==> src/rtl/pipeline_pkg.sv <==
// Shared pipeline definitions: fetch FSM encoding and instruction constants.
package pipeline_pkg;

    typedef enum logic [2:0] {
        ST_ISSUE = 3'd0,
        ST_WAIT  = 3'd1,
        ST_HOLD  = 3'd2,
        ST_DRAIN = 3'd3,
        ST_HALT  = 3'd4
    } fetch_state_t;

    localparam logic [31:0] NOP_INSN          = 32'h0000_0013;
    localparam logic [31:0] DEFAULT_HALT_WORD = 32'h0000_0000;

endpackage

==> src/rtl/fetch_unit.sv <==
// Instruction fetch stage: owns the PC, issues one imem request at a time and
// presents a registered instruction/PC/nextPC or bubble to decode.
//
// state | meaning
// ------+---------------------------------------------------------------
// ISSUE | request strobe high, address = pc
// WAIT  | request outstanding, waiting for imem_rvalid
// HOLD  | response parked in the 1-entry buffer while decode is stalled
// DRAIN | request outstanding but flushed by a redirect; response dropped
// HALT  | halt word fetched, no further requests until a redirect
module fetch_unit
    import pipeline_pkg::*;
#(
    parameter logic [31:0] RESET_PC  = 32'h0000_0000,
    parameter logic [31:0] HALT_WORD = DEFAULT_HALT_WORD
) (
    input  logic        clk,
    input  logic        rst_n,
    output logic        imem_req,
    output logic [31:0] imem_addr,
    input  logic        imem_rvalid,
    input  logic [31:0] imem_rdata,
    input  logic        in_stall,
    input  logic        in_redirect,
    input  logic [31:0] in_redirect_pc,
    output logic [31:0] out_insn,
    output logic [31:0] out_PC,
    output logic [31:0] out_nextPC,
    output logic        out_bubble,
    output logic        out_halted
);

    fetch_state_t state, state_n;
    logic [31:0]  pc, pc_n;
    logic [31:0]  buf_data, buf_data_n;
    logic [31:0]  insn_n, pc_o_n, next_o_n;
    logic         bubble_n, halted_n;
    logic         load;
    logic [31:0]  load_word;

    assign imem_req  = (state == ST_ISSUE);
    assign imem_addr = pc;

    always_ff @(posedge clk or negedge rst_n) begin
        if (!rst_n) begin
            state      <= ST_ISSUE;
            pc         <= RESET_PC;
            buf_data   <= '0;
            out_insn   <= NOP_INSN;
            out_PC     <= '0;
            out_nextPC <= '0;
            out_bubble <= 1'b1;
            out_halted <= 1'b0;
        end else begin
            state      <= state_n;
            pc         <= pc_n;
            buf_data   <= buf_data_n;
            out_insn   <= insn_n;
            out_PC     <= pc_o_n;
            out_nextPC <= next_o_n;
            out_bubble <= bubble_n;
            out_halted <= halted_n;
        end
    end

    // The buffer counts as full exactly while in HOLD, so no separate valid bit.
    always_comb begin
        state_n    = state;
        pc_n       = pc;
        buf_data_n = buf_data;
        insn_n     = out_insn;
        pc_o_n     = out_PC;
        next_o_n   = out_nextPC;
        bubble_n   = out_bubble;
        halted_n   = out_halted;
        load       = 1'b0;
        load_word  = imem_rdata;

        if (in_redirect) begin
            pc_n     = in_redirect_pc & ~32'h3;
            insn_n   = NOP_INSN;
            bubble_n = 1'b1;
            halted_n = 1'b0;
            case (state)
                ST_ISSUE: state_n = ST_DRAIN;
                ST_WAIT:  state_n = imem_rvalid ? ST_ISSUE : ST_DRAIN;
                ST_HOLD:  state_n = ST_ISSUE;
                ST_HALT:  state_n = ST_ISSUE;
                ST_DRAIN: state_n = imem_rvalid ? ST_ISSUE : ST_DRAIN;
                default:  state_n = ST_ISSUE;
            endcase
        end else begin
            if (!in_stall) begin
                insn_n   = NOP_INSN;
                bubble_n = 1'b1;
            end
            case (state)
                ST_ISSUE: state_n = ST_WAIT;
                ST_WAIT: begin
                    if (imem_rvalid) begin
                        if (in_stall) begin
                            buf_data_n = imem_rdata;
                            state_n    = ST_HOLD;
                        end else begin
                            load = 1'b1;
                        end
                    end
                end
                ST_HOLD: begin
                    if (!in_stall) begin
                        load      = 1'b1;
                        load_word = buf_data;
                    end
                end
                ST_DRAIN: begin
                    if (imem_rvalid) state_n = ST_ISSUE;
                end
                ST_HALT:  state_n = ST_HALT;
                default:  state_n = ST_ISSUE;
            endcase

            if (load) begin
                insn_n   = load_word;
                pc_o_n   = pc;
                next_o_n = pc + 32'd4;
                bubble_n = 1'b0;
                pc_n     = pc + 32'd4;
                if (load_word == HALT_WORD) begin
                    state_n  = ST_HALT;
                    halted_n = 1'b1;
                end else begin
                    state_n  = ST_ISSUE;
                end
            end
        end
    end

endmodule
==> config.mk <==
export PLATFORM = sky130hd
export DESIGN_NAME = fetch_unit
export DESIGN_NICKNAME = d
export VERILOG_FILES = /design/src/rtl/pipeline_pkg.sv /design/src/rtl/fetch_unit.sv
export SDC_FILE = /design/constraint.sdc
export NUM_CORES = 1
export LEC_CHECK = 0
export CORE_MARGIN = 2
export CORE_UTILIZATION = 35
export DETAILED_ROUTE_END_ITERATION = 8
export PLACE_DENSITY = 0.65
export SYNTH_ARGS = -nofsm -noshare
export SYNTH_HDL_FRONTEND = slang
export SYNTH_SLANG_ARGS = --single-unit
==> constraint.sdc <==
create_clock -name clk -period 2.2 [get_ports clk]
set_input_delay 0.66 -clock clk [delete_from_list [all_inputs] [get_ports clk]]
set_output_delay 0.66 -clock clk [all_outputs]
set_load 0.01 [all_outputs]
==> impl_metrics.prom, run 1 <==
# TYPE chip_impl_metric gauge
chip_impl_info{name="outcome",value="finished, final reports clean"} 1
chip_impl_metric{name="floorplan.initialDensity",unit=""} 0.358
chip_impl_metric{name="power.leakage",unit="nW"} 4.49
chip_impl_info{name="worst_r2r_endpoint",value="out_nextPC[20]"} 1
chip_impl_metric{name="critPathRequiredTime",unit="ns"} 1.54
chip_impl_metric{name="route.detailed.wl_per_inst",unit="um"} 16.1
chip_impl_metric{name="clock-skew-final",unit="ns"} 0.0134
chip_impl_metric{name="syn_inst",unit=""} 742
chip_impl_metric{name="clkTransAtPathRegs",unit="ns"} 0.07
chip_impl_metric{name="ios",unit=""} 200
chip_impl_info{name="critPathCaptureType",value="primary output"} 1
chip_impl_metric{name="min_period",unit="ns"} 2.14
chip_impl_metric{name="first_iter_violations",unit=""} 260
chip_impl_metric{name="drive_above_1_share",unit=""} 0.171
chip_impl_metric{name="finalWeightedCongestion",unit=""} 0.795
chip_impl_metric{name="clock_path_buffers",unit=""} 2
chip_impl_metric{name="grt_pass1_vias",unit=""} 6218
chip_impl_metric{name="yosys_warnings",unit=""} 0
chip_impl_metric{name="insertion_delay",unit="ns"} 0.42
chip_impl_metric{name="hold_violations",unit=""} 0
chip_impl_metric{name="die_w",unit="um"} 151
chip_impl_metric{name="clock_sink_count",unit=""} 159
chip_impl_metric{name="timing.critical_path.buf_inv",unit=""} 2
chip_impl_metric{name="synth_area_in_compound_gates",unit=""} 0.0677
chip_impl_info{name="worstSetupPathType",value="flop to primary output"} 1
chip_impl_metric{name="post-synth-top-area-fraction",unit=""} 0.516
chip_impl_metric{name="cts_inserted_buffers",unit=""} 17
chip_impl_metric{name="synthDistinctLibCells",unit=""} 48
chip_impl_metric{name="core-area",unit="mm2"} 0.0210
chip_impl_metric{name="largest_net_degree_at_the_start_of_global_routing",unit=""} 61
chip_impl_info{name="grt_setup_unrepaired",value="no"} 1
chip_impl_info{name="synth_largest_area_cell",value="sky130_fd_sc_hd__dfrtp_1"} 1
chip_impl_metric{name="worst_pin_slew",unit="ns"} 0.551
chip_impl_info{name="tritoncts_clock_tree",value="built"} 1
chip_impl_metric{name="ant_nets",unit=""} 0
chip_impl_metric{name="arrival",unit="ns"} 1.48
chip_impl_metric{name="timing_max_transition_violations_final",unit=""} 0
chip_impl_metric{name="antenna_cells_inserted",unit=""} 0
chip_impl_metric{name="global_route.usage.total",unit=""} 0.186
chip_impl_info{name="crit_path_start_kind",value="flop"} 1
chip_impl_metric{name="drv.max_cap_violation_count",unit=""} 0
chip_impl_info{name="worstPathCellList",value="buf_4, clkdlybuf4s50_1"} 1
chip_impl_metric{name="synth.mux.area_fraction",unit=""} 0.0949
chip_impl_metric{name="critPathMaxFanout",unit=""} 6
chip_impl_metric{name="remaining_drcs",unit=""} 0
chip_impl_metric{name="syn2layout_area_growth",unit="%"} 41.6
chip_impl_metric{name="num_vias",unit=""} 5997
chip_impl_metric{name="design.die.area",unit="mm2"} 0.0227
chip_impl_metric{name="rows",unit=""} 53
chip_impl_metric{name="mappedNetlistArea",unit="mm2"} 0.00752
chip_impl_metric{name="grt_first_pass_wirelength",unit="um"} 32900
chip_impl_metric{name="placement.cell_area",unit="mm2"} 0.0100
chip_impl_info{name="synth.area.top_cells",value="sky130_fd_sc_hd__dfrtp_1, sky130_fd_sc_hd__nand2_1, sky130_fd_sc_hd__o21ai_0"} 1
chip_impl_metric{name="min_period_over_period",unit=""} 0.974
chip_impl_metric{name="power_density",unit="mW/mm2"} 1070
chip_impl_metric{name="post_synth_fa_ha_maj_area_fraction",unit=""} 0.00166
chip_impl_metric{name="final_area",unit="mm2"} 0.0106
chip_impl_metric{name="synth_area_per_cell",unit="um2"} 10.1
chip_impl_metric{name="vias_per_cell",unit=""} 4.78
chip_impl_info{name="main_combinational_cell_family_by_area_after_synthesis",value="simple AND/OR/NAND/NOR gates"} 1
chip_impl_metric{name="yosysSeqAreaShare",unit=""} 0.530
chip_impl_metric{name="cts_htree_levels",unit=""} 4
chip_impl_info{name="hold_path_class",value="input port to async pin"} 1
chip_impl_metric{name="die-height",unit="um"} 151
chip_impl_metric{name="setup_tns",unit="ns"} 0
chip_impl_metric{name="synth_xor_xnor_area_share",unit=""} 0.0664
chip_impl_metric{name="postSynthRegisterBits",unit=""} 159
chip_impl_metric{name="number_of_iterations_in_the_first_detailed_routing_pass",unit=""} 4
chip_impl_metric{name="setup.reg_to_reg.worst_slack",unit="ns"} 0.27
chip_impl_metric{name="total_wirelength_of_the_detailed_routed_design",unit="um"} 20200
chip_impl_info{name="rr_startpoint",value="imem_addr[3]"} 1
chip_impl_metric{name="worst_path_largest_cell_delay",unit="ns"} 0.54
chip_impl_info{name="cts.root.buffer_cell",value="sky130_fd_sc_hd__clkbuf_16"} 1
chip_impl_metric{name="port-buffer-count",unit=""} 191
chip_impl_info{name="critPathSlowestCell",value="sky130_fd_sc_hd__clkdlybuf4s50_1"} 1
chip_impl_metric{name="globalRoute.totalOverflow",unit=""} 0
chip_impl_metric{name="hpwl",unit="um"} 14200
chip_impl_metric{name="grt_antenna_before_repair",unit=""} 0
chip_impl_metric{name="r2r_cells",unit=""} 7
chip_impl_info{name="crit_family",value="buffers and inverters"} 1
chip_impl_metric{name="f_max",unit="MHz"} 467
chip_impl_metric{name="slew_headroom",unit=""} 0.633
chip_impl_metric{name="final_nets",unit=""} 1037
chip_impl_metric{name="setup_violations",unit=""} 0
chip_impl_metric{name="power.ir.vdd_worst",unit="mV"} 0.521
chip_impl_metric{name="synth-simple-area-share",unit=""} 0.189
[repair_timing]
item	in CTS	in global routing
resized for setup	8	10
buffers inserted	1	0
hold buffers	0	0
setup endpoints to repair	9	10
cloned	0	0
[registers in the layout, indices dropped and copies added, names as in the netlist]
| signal | flops |
|---|---|
| out_nextPC | 30 |
| out_bubble | 1 |
| imem_addr | 30 |
| buf_data | 32 |
| out_insn | 32 |
| state | 3 |
| out_halted | 1 |
| out_PC | 30 |
[layout make-up]
type	instances	area [um2]
well taps	275	344
inverters	4	15.0
flip-flops and latches	159	4000
repair buffers	254	2510
clock inverters	15	149
clock buffers	17	425
fillers	1892	10400
multi-input cells	531	3200
[worst max path at each step]
stage / start / end / slack, ns / depth (start not counted)
floorplan: imem_addr[2] / out_nextPC[20] / 0.39 / 6
CTS: out_insn[4] / out_insn[4] / 0.002 / 1
global route: imem_addr[31] / imem_addr[31] / 0.006 / 1
detailed placement: imem_rdata[4] / state[2] / -0.22 / 7
global placement: imem_rdata[4] / state[2] / -0.21 / 7
finish: imem_addr[2] / imem_addr[2] / 0.06 / 2
[placed cells by master, fill, tap and decap left out, drive strengths merged, types with 15 or more instances in the layout]
cell / count
buf: 65
clkdlybuf4s50: 186
mux2i: 33
nand4: 15
nor2: 17
clkbuf: 17
nor4: 20
dfrtp: 155
mux2: 34
nand2: 199
nand3: 28
xor2: 44
o21ai: 91
[report_power, final]
group	total (W)	switching, W	internal, W
registers	0.00459	0.000678	0.00391
logic	0.00391	0.00173	0.00218
clock network	0.00290	0.00131	0.00159
total	0.0114	0.00372	0.00768
[logic make-up after synthesis]
kind of cell | count (synthesis)
DFF | 159
and+or+nand+nor | 302
adders and majority gates | 1
buffers and inverters | 57
muxes | 67
other | 1
AOI/OAI and AO/OA | 98
xor gates and xnor gates | 57
[routing by layer]
| layer | track usage | up-vias | wire length, um |
|---|---|---|---|
| met2 | 0.297 | 153 | 9430 |
| met5 | 0 | - | 0 |
| li1 | - | 2942 | - |
| met1 | 0.248 | 2889 | 9170 |
| met3 | 0.0545 | 13 | 1450 |
| met4 | 0.0467 | 0 | 176 |
[worst register-to-register path, cell delays in order (launching register included)]
cell                      delay [ns]
sky130_fd_sc_hd__dfrtp_2        0.44
sky130_fd_sc_hd__ha_1           0.27
sky130_fd_sc_hd__nand3_1        0.21
sky130_fd_sc_hd__nor4_4         0.24
sky130_fd_sc_hd__buf_12         0.19
sky130_fd_sc_hd__nand2_1        0.08
sky130_fd_sc_hd__xnor2_1        0.12
sky130_fd_sc_hd__mux2_1         0.29
[stage by stage]
step | instances | util | total power [W] | setup slack [ns] | hold WS, ns
4_1_cts | 1255 | 0.506 | 0.0115 | 0.00168 | 0.198
5_1_grt | 1255 | 0.506 | 0.0121 | 0.00599 | 0.211
2_1_floorplan | 747 | - | 0.00631 | 0.391 | 0.364
3_5_place_dp | 1222 | 0.478 | 0.00857 | -0.216 | 0.461
3_3_place_gp | 1222 | 0.478 | 0.00849 | -0.212 | 0.461
6_report | 1255 | 0.506 | 0.0114 | 0.0581 | 0.189
[Yosys cell counts (all sizes together)]
cell type,instances
nand2b,2
mux2i,33
and3,4
xor2,44
and4,2
nor4,20
nor2b,2
and3b,1
ha,1
dfstp,4
clkbuf,21
o21ai,91
and2,4
nand3,28
or2,1
nand2,199
dfrtp,155
nand4,15
nor2,17
nor3b,1
nor4b,1
a21oi,3
o21a,1
mux2,34
inv,4
a211oi,2
buf,32
nor3,5
conb,1
o41ai,1
xnor2,13
Power figures use the tool's default switching activity.
==> run 2, diff against run 1 <==
CORE_ASPECT_RATIO = 0.6   (was unset)
GPL_TIMING_DRIVEN = 0   (was unset)
SLEW_MARGIN = 10   (was unset)
==> impl_metrics.prom, run 2 (synthesized netlist as in run 1, its figures left out) <==
# TYPE chip_impl_metric gauge
chip_impl_metric{name="power.leakage",unit="nW"} 4.39
chip_impl_metric{name="hold_violations",unit=""} 0
chip_impl_metric{name="largest_net_degree_at_the_start_of_global_routing",unit=""} 96
chip_impl_metric{name="slew_headroom",unit=""} 0.542
chip_impl_metric{name="grt_first_pass_wirelength",unit="um"} 35800
chip_impl_metric{name="power_density",unit="mW/mm2"} 1080
chip_impl_metric{name="clkTransAtPathRegs",unit="ns"} 0.06
chip_impl_metric{name="power.ir.vdd_worst",unit="mV"} 0.584
chip_impl_info{name="rr_startpoint",value="imem_addr[4]"} 1
chip_impl_info{name="final_cell_mix",value="sky130_fd_sc_hd__nand2_1, sky130_fd_sc_hd__clkdlybuf4s50_1, sky130_fd_sc_hd__dfrtp_1"} 1
chip_impl_metric{name="setup.reg_to_reg.worst_slack",unit="ns"} 0.15
chip_impl_info{name="critPathCapture",value="out_bubble"} 1
chip_impl_metric{name="antenna_cells_inserted",unit=""} 0
chip_impl_metric{name="core-area",unit="mm2"} 0.0210
chip_impl_info{name="reg_top3",value="buf_data (32), out_insn (32)"} 1
chip_impl_metric{name="syn2layout_area_growth",unit="%"} 39.1
chip_impl_metric{name="ant_nets",unit=""} 0
chip_impl_info{name="worst_r2r_endpoint",value="imem_addr[29]"} 1
chip_impl_metric{name="vias_per_cell",unit=""} 4.92
chip_impl_metric{name="setup_violations",unit=""} 0
chip_impl_metric{name="critPathMaxFanout",unit=""} 2
chip_impl_info{name="crit_family",value="flip-flops"} 1
chip_impl_metric{name="number_of_iterations_in_the_first_detailed_routing_pass",unit=""} 4
chip_impl_metric{name="hpwl",unit="um"} 17000
chip_impl_metric{name="port-buffer-count",unit=""} 191
chip_impl_metric{name="nFillCells",unit=""} 1988
chip_impl_info{name="worstSetupPathType",value="flop to primary output"} 1
chip_impl_info{name="critPathSlowestCell",value="sky130_fd_sc_hd__dfstp_2"} 1
chip_impl_metric{name="min_period_over_period",unit=""} 0.979
chip_impl_metric{name="die-height",unit="um"} 118
chip_impl_metric{name="route.detailed.wl_per_inst",unit="um"} 18.4
chip_impl_metric{name="placed_cells",unit=""} 1218
chip_impl_metric{name="drive_above_1_share",unit=""} 0.156
chip_impl_info{name="worstPathCellList",value="clkdlybuf4s50_1"} 1
chip_impl_metric{name="r2r_cells",unit=""} 7
chip_impl_metric{name="timing.critical_path.buf_inv",unit=""} 1
chip_impl_info{name="cts.root.buffer_cell",value="sky130_fd_sc_hd__clkbuf_16"} 1
chip_impl_metric{name="final_nets",unit=""} 1030
chip_impl_metric{name="ios",unit=""} 200
chip_impl_metric{name="clock-skew-final",unit="ns"} 0.00624
chip_impl_info{name="outcome",value="finished, final reports clean"} 1
chip_impl_metric{name="clock_sink_count",unit=""} 159
chip_impl_info{name="hold_path_class",value="input port to async pin"} 1
chip_impl_metric{name="globalRoute.totalOverflow",unit=""} 0
chip_impl_metric{name="num_vias",unit=""} 6156
chip_impl_metric{name="min_period",unit="ns"} 2.15
chip_impl_metric{name="cts_inserted_buffers",unit=""} 17
chip_impl_metric{name="floorplan.initialDensity",unit=""} 0.357
chip_impl_metric{name="first_iter_violations",unit=""} 287
chip_impl_metric{name="arrival",unit="ns"} 1.49
chip_impl_metric{name="drv.max_cap_violation_count",unit=""} 0
chip_impl_metric{name="finalWeightedCongestion",unit=""} 0.783
chip_impl_metric{name="die_w",unit="um"} 193
chip_impl_metric{name="worst-path-stages",unit=""} 1
chip_impl_metric{name="total_wirelength_of_the_detailed_routed_design",unit="um"} 23000
chip_impl_metric{name="cts_hold_repair.buffers",unit=""} 0
chip_impl_metric{name="grt_pass1_vias",unit=""} 6038
chip_impl_metric{name="timing_max_transition_violations_final",unit=""} 0
chip_impl_info{name="layout_commonest_cell",value="sky130_fd_sc_hd__nand2_1"} 1
chip_impl_metric{name="worst_pin_slew",unit="ns"} 0.681
chip_impl_metric{name="critPathRequiredTime",unit="ns"} 1.54
chip_impl_info{name="crit_path_from",value="out_bubble"} 1
chip_impl_metric{name="final_cells",unit=""} 1250
chip_impl_metric{name="global_route.usage.total",unit=""} 0.206
chip_impl_info{name="critPathCaptureType",value="primary output"} 1
chip_impl_info{name="tritoncts_clock_tree",value="built"} 1
chip_impl_metric{name="f_max",unit="MHz"} 464
chip_impl_metric{name="clock_path_buffers",unit=""} 2
chip_impl_metric{name="worst_path_largest_cell_delay",unit="ns"} 0.53
chip_impl_metric{name="cts_htree_levels",unit=""} 4
chip_impl_metric{name="grt_antenna_before_repair",unit=""} 1
chip_impl_metric{name="insertion_delay",unit="ns"} 0.43
chip_impl_metric{name="rows",unit=""} 41
chip_impl_info{name="crit_path_start_kind",value="flop"} 1
chip_impl_metric{name="finalCoreUtilization",unit=""} 0.497
chip_impl_metric{name="design.die.area",unit="mm2"} 0.0227
chip_impl_metric{name="remaining_drcs",unit=""} 0
run 2: cell types whose count changed in the layout (fill, tap and decap cells not counted), sizes merged:
cell,before,now
dlygate4sd2,0,2
dlymetal6s2s,2,1
clkbuf,17,47
buf,65,34
clkinvlp,4,2
clkdlybuf4s15,1,0
clkdlybuf4s50,186,187
inv,11,4
run 2: power by group:
part / leakage, nW / total [W] / switching [W] / internal, W
sequential: 1.99 / 0.00461 / 0.000694 / 0.00391
combinational: 2.14 / 0.00385 / 0.00178 / 0.00207
clock: 0.262 / 0.00281 / 0.00119 / 0.00163
total: 4.39 / 0.0113 / 0.00367 / 0.00761
run 2: through the flow:
step	total power (W)	TNS, ns	area, um2	worst slack (ns)	hold slack (ns)
floorplan	0.00631	0	7540	0.391	0.364
global placement	0.00845	-1061.37	9800	-6.38	0.461
detailed placement	0.00854	-61.90	9830	-0.706	0.464
CTS	0.0114	0	10400	0.00552	0.167
global route	0.0120	-0.0259	10500	-0.0259	0.176
finish	0.0113	0	10500	0.0462	0.146
run 2: layout make-up:
| type | instances | area (um2) | share of cell area |
|---|---|---|---|
| Sequential cell | 159 | 4010 | 0.383 |
| Tap cell | 279 | 349 | 0.0334 |
| Inverter | 4 | 15.0 | 0.00144 |
| Timing Repair Buffer | 194 | 1960 | 0.187 |
| Multi-Input combinational cell | 531 | 3210 | 0.307 |
| Clock inverter | 6 | 60.1 | 0.00574 |
| Clock buffer | 24 | 482 | 0.0461 |
| Buffer | 53 | 377 | 0.0360 |
run 2: how the worst min path moves through the flow:
| stage | from | to | slack [ns] | cells past startpoint |
|---|---|---|---|---|
| after floorplan | rst_n | buf_data[0] | 0.36 | 0 |
| after detailed placement | out_PC[20] | out_PC[20] | 0.46 | 2 |
| final | rst_n | out_insn[28] | 0.15 | 1 |
| after global routing | rst_n | out_insn[21] | 0.18 | 1 |
| after CTS | rst_n | out_insn[28] | 0.17 | 1 |
| after global placement | out_PC[9] | out_PC[9] | 0.46 | 2 |
run 2: routing by layer:
layer,up-vias,GRT usage,part of all wire
met5,-,0,0.00057
met4,2,0.0458,0.0077
met3,15,0.0599,0.070
met2,175,0.269,0.39
met1,3031,0.328,0.53
li1,2933,-,-
run 2: what timing repair did:
item,in CTS,in global routing
pin swaps,1,1
endpoints found under the setup margin,64,84
resized for setup,17,18
buffers inserted,2,0
==> run 3, diff against run 2 <==
CAP_MARGIN = 5   (was unset)
PLACE_DENSITY = unset   (was 0.65)
PLACE_DENSITY_LB_ADDON = 0.2   (was unset)
==> impl_metrics.prom, run 3 (synthesized netlist as in run 1, its figures left out) <==
# TYPE chip_impl_metric gauge
chip_impl_info{name="outcome",value="finished, final reports clean"} 1
chip_impl_metric{name="critPathMaxFanout",unit=""} 2
chip_impl_metric{name="port-buffer-count",unit=""} 191
chip_impl_metric{name="cts_htree_levels",unit=""} 4
chip_impl_metric{name="grt_first_pass_wirelength",unit="um"} 35600
chip_impl_metric{name="antenna_cells_inserted",unit=""} 0
chip_impl_metric{name="largest_net_degree_at_the_start_of_global_routing",unit=""} 84
chip_impl_metric{name="power_density",unit="mW/mm2"} 1100
chip_impl_metric{name="final_nets",unit=""} 1030
chip_impl_metric{name="clock_path_buffers",unit=""} 2
chip_impl_metric{name="power.ir.vdd_worst",unit="mV"} 0.576
chip_impl_info{name="reg_top3",value="buf_data (32), out_insn (32)"} 1
chip_impl_metric{name="die_w",unit="um"} 193
chip_impl_metric{name="clkTransAtPathRegs",unit="ns"} 0.06
chip_impl_info{name="crit_path_start_kind",value="flop"} 1
chip_impl_metric{name="timing_max_transition_violations_final",unit=""} 0
chip_impl_metric{name="min_period_over_period",unit=""} 0.976
chip_impl_metric{name="ios",unit=""} 200
chip_impl_metric{name="total_wirelength_of_the_detailed_routed_design",unit="um"} 22700
chip_impl_metric{name="globalRoute.totalOverflow",unit=""} 0
chip_impl_metric{name="f_max",unit="MHz"} 466
chip_impl_metric{name="die-height",unit="um"} 118
chip_impl_info{name="layout_commonest_cell",value="sky130_fd_sc_hd__nand2_1"} 1
chip_impl_info{name="cts.root.buffer_cell",value="sky130_fd_sc_hd__clkbuf_16"} 1
chip_impl_metric{name="worst_path_largest_cell_delay",unit="ns"} 0.54
chip_impl_info{name="worstPathCellList",value="clkdlybuf4s50_1"} 1
chip_impl_metric{name="design.die.area",unit="mm2"} 0.0227
chip_impl_info{name="critPathSlowestCell",value="sky130_fd_sc_hd__clkdlybuf4s50_1"} 1
chip_impl_metric{name="floorplan.initialDensity",unit=""} 0.357
chip_impl_metric{name="power.leakage",unit="nW"} 4.41
chip_impl_metric{name="min_period",unit="ns"} 2.15
chip_impl_metric{name="rows",unit=""} 41
chip_impl_info{name="worstSetupPathType",value="flop to primary output"} 1
chip_impl_metric{name="hold_violations",unit=""} 0
chip_impl_info{name="hold_path_class",value="input port to async pin"} 1
chip_impl_metric{name="num_vias",unit=""} 6045
chip_impl_metric{name="cts_inserted_buffers",unit=""} 17
chip_impl_metric{name="drv.max_cap_violation_count",unit=""} 0
chip_impl_metric{name="worst_pin_slew",unit="ns"} 0.677
chip_impl_metric{name="critPathRequiredTime",unit="ns"} 1.54
chip_impl_metric{name="drive_above_1_share",unit=""} 0.157
chip_impl_metric{name="route.detailed.wl_per_inst",unit="um"} 18.1
chip_impl_info{name="crit_family",value="buffers and inverters"} 1
chip_impl_metric{name="core-area",unit="mm2"} 0.0210
chip_impl_metric{name="grt_pass1_vias",unit=""} 5927
chip_impl_metric{name="syn2layout_area_growth",unit="%"} 39.7
chip_impl_metric{name="clock_sink_count",unit=""} 159
chip_impl_metric{name="ant_nets",unit=""} 0
chip_impl_info{name="critPathCaptureType",value="primary output"} 1
chip_impl_metric{name="global_route.usage.total",unit=""} 0.205
chip_impl_metric{name="clock-skew-final",unit="ns"} 0.0125
chip_impl_metric{name="remaining_drcs",unit=""} 0
chip_impl_metric{name="arrival",unit="ns"} 1.49
chip_impl_info{name="grt_setup_unrepaired",value="no"} 1
chip_impl_info{name="final_cell_mix",value="sky130_fd_sc_hd__nand2_1, sky130_fd_sc_hd__clkdlybuf4s50_1, sky130_fd_sc_hd__dfrtp_1"} 1
chip_impl_metric{name="power",unit="W"} 0.0115
chip_impl_metric{name="timing.critical_path.buf_inv",unit=""} 1
chip_impl_metric{name="first_iter_violations",unit=""} 335
chip_impl_metric{name="setup_violations",unit=""} 0
chip_impl_metric{name="hpwl",unit="um"} 16800
chip_impl_metric{name="number_of_iterations_in_the_first_detailed_routing_pass",unit=""} 4
chip_impl_metric{name="insertion_delay",unit="ns"} 0.43
chip_impl_metric{name="final_area",unit="mm2"} 0.0105
chip_impl_metric{name="slew_headroom",unit=""} 0.546
chip_impl_metric{name="vias_per_cell",unit=""} 4.83
chip_impl_metric{name="placement.cell_area",unit="mm2"} 0.00983
chip_impl_metric{name="finalWeightedCongestion",unit=""} 0.808
chip_impl_metric{name="grt_antenna_before_repair",unit=""} 0
chip_impl_info{name="tritoncts_clock_tree",value="built"} 1
[run 3: cell types whose count changed in the layout (fill, tap and decap cells not counted), sizes merged]
cell,change
clkbuf,-4
clkinv,+4
bufinv,+2
inv,+2
buf,-1
clkinvlp,-1
[run 3: layout make-up]
| cell class | count | area, um2 |
|---|---|---|
| Buffer | 53 | 377 |
| Clock buffer | 19 | 453 |
| Clock inverter | 13 | 161 |
| Fill cell | 2059 | 10500 |
| Inverter | 4 | 15.0 |
| Multi-Input combinational cell | 531 | 3190 |
| Sequential cell | 159 | 4000 |
| Tap cell | 279 | 349 |
| Timing Repair Buffer | 194 | 1960 |
[run 3: final timing paths]
kind	start	end	slack, ns	cells after the start
min reg2reg	out_PC[13]	out_PC[13]	0.47	2
max in group asynchronous	rst_n	out_insn[1]	1.13	2
max reg2reg	imem_addr[4]	imem_addr[29]	0.15	7
min in group clk	out_PC[13]	out_PC[13]	0.47	2
min	rst_n	out_PC[12]	0.21	1
max	out_insn[1]	out_insn[1]	0.05	1
[run 3: what timing repair did]
item                                   CTS  global route
cloned                                   0             0
buffers inserted                         2             0
hold buffers                             0             0
setup endpoints to repair               44            78
gates resized for setup                 13            20
endpoints found under the hold margin    0             0
pin swaps                                1             0
[run 3: through the flow]
| stage | instances | worst slack (ns) | setup TNS, ns | hold WS [ns] | utilization |
|---|---|---|---|---|---|
| floorplan | 747 | 0.391 | 0 | 0.364 | - |
| global placement | 1217 | -6.48 | -1071.97 | 0.461 | 0.466 |
| detailed placement | 1218 | -0.683 | -57.15 | 0.462 | 0.467 |
| CTS | 1252 | 0.00115 | 0 | 0.245 | 0.498 |
| global route | 1252 | 0.00134 | 0 | 0.254 | 0.499 |
| finish | 1252 | 0.0519 | 0 | 0.215 | 0.499 |
[run 3: routing by layer]
layer  wire length, um  global-route usage  part of all wire  vias to the layer above
li1                  -                   -                 -                     2932
met3              1450              0.0613             0.064                       14
met4               139              0.0444            0.0061                        0
met1             12300               0.333              0.54                     2937
met5                 0                   0                 0                        -
met2              8750               0.258              0.39                      162
[run 3: power breakdown]
| group | internal [W] | switching [W] | total [W] |
|---|---|---|---|
| Combinational | 0.00207 | 0.00176 | 0.00383 |
| Clock | 0.00185 | 0.00126 | 0.00311 |
| Sequential | 0.00391 | 0.000698 | 0.00461 |
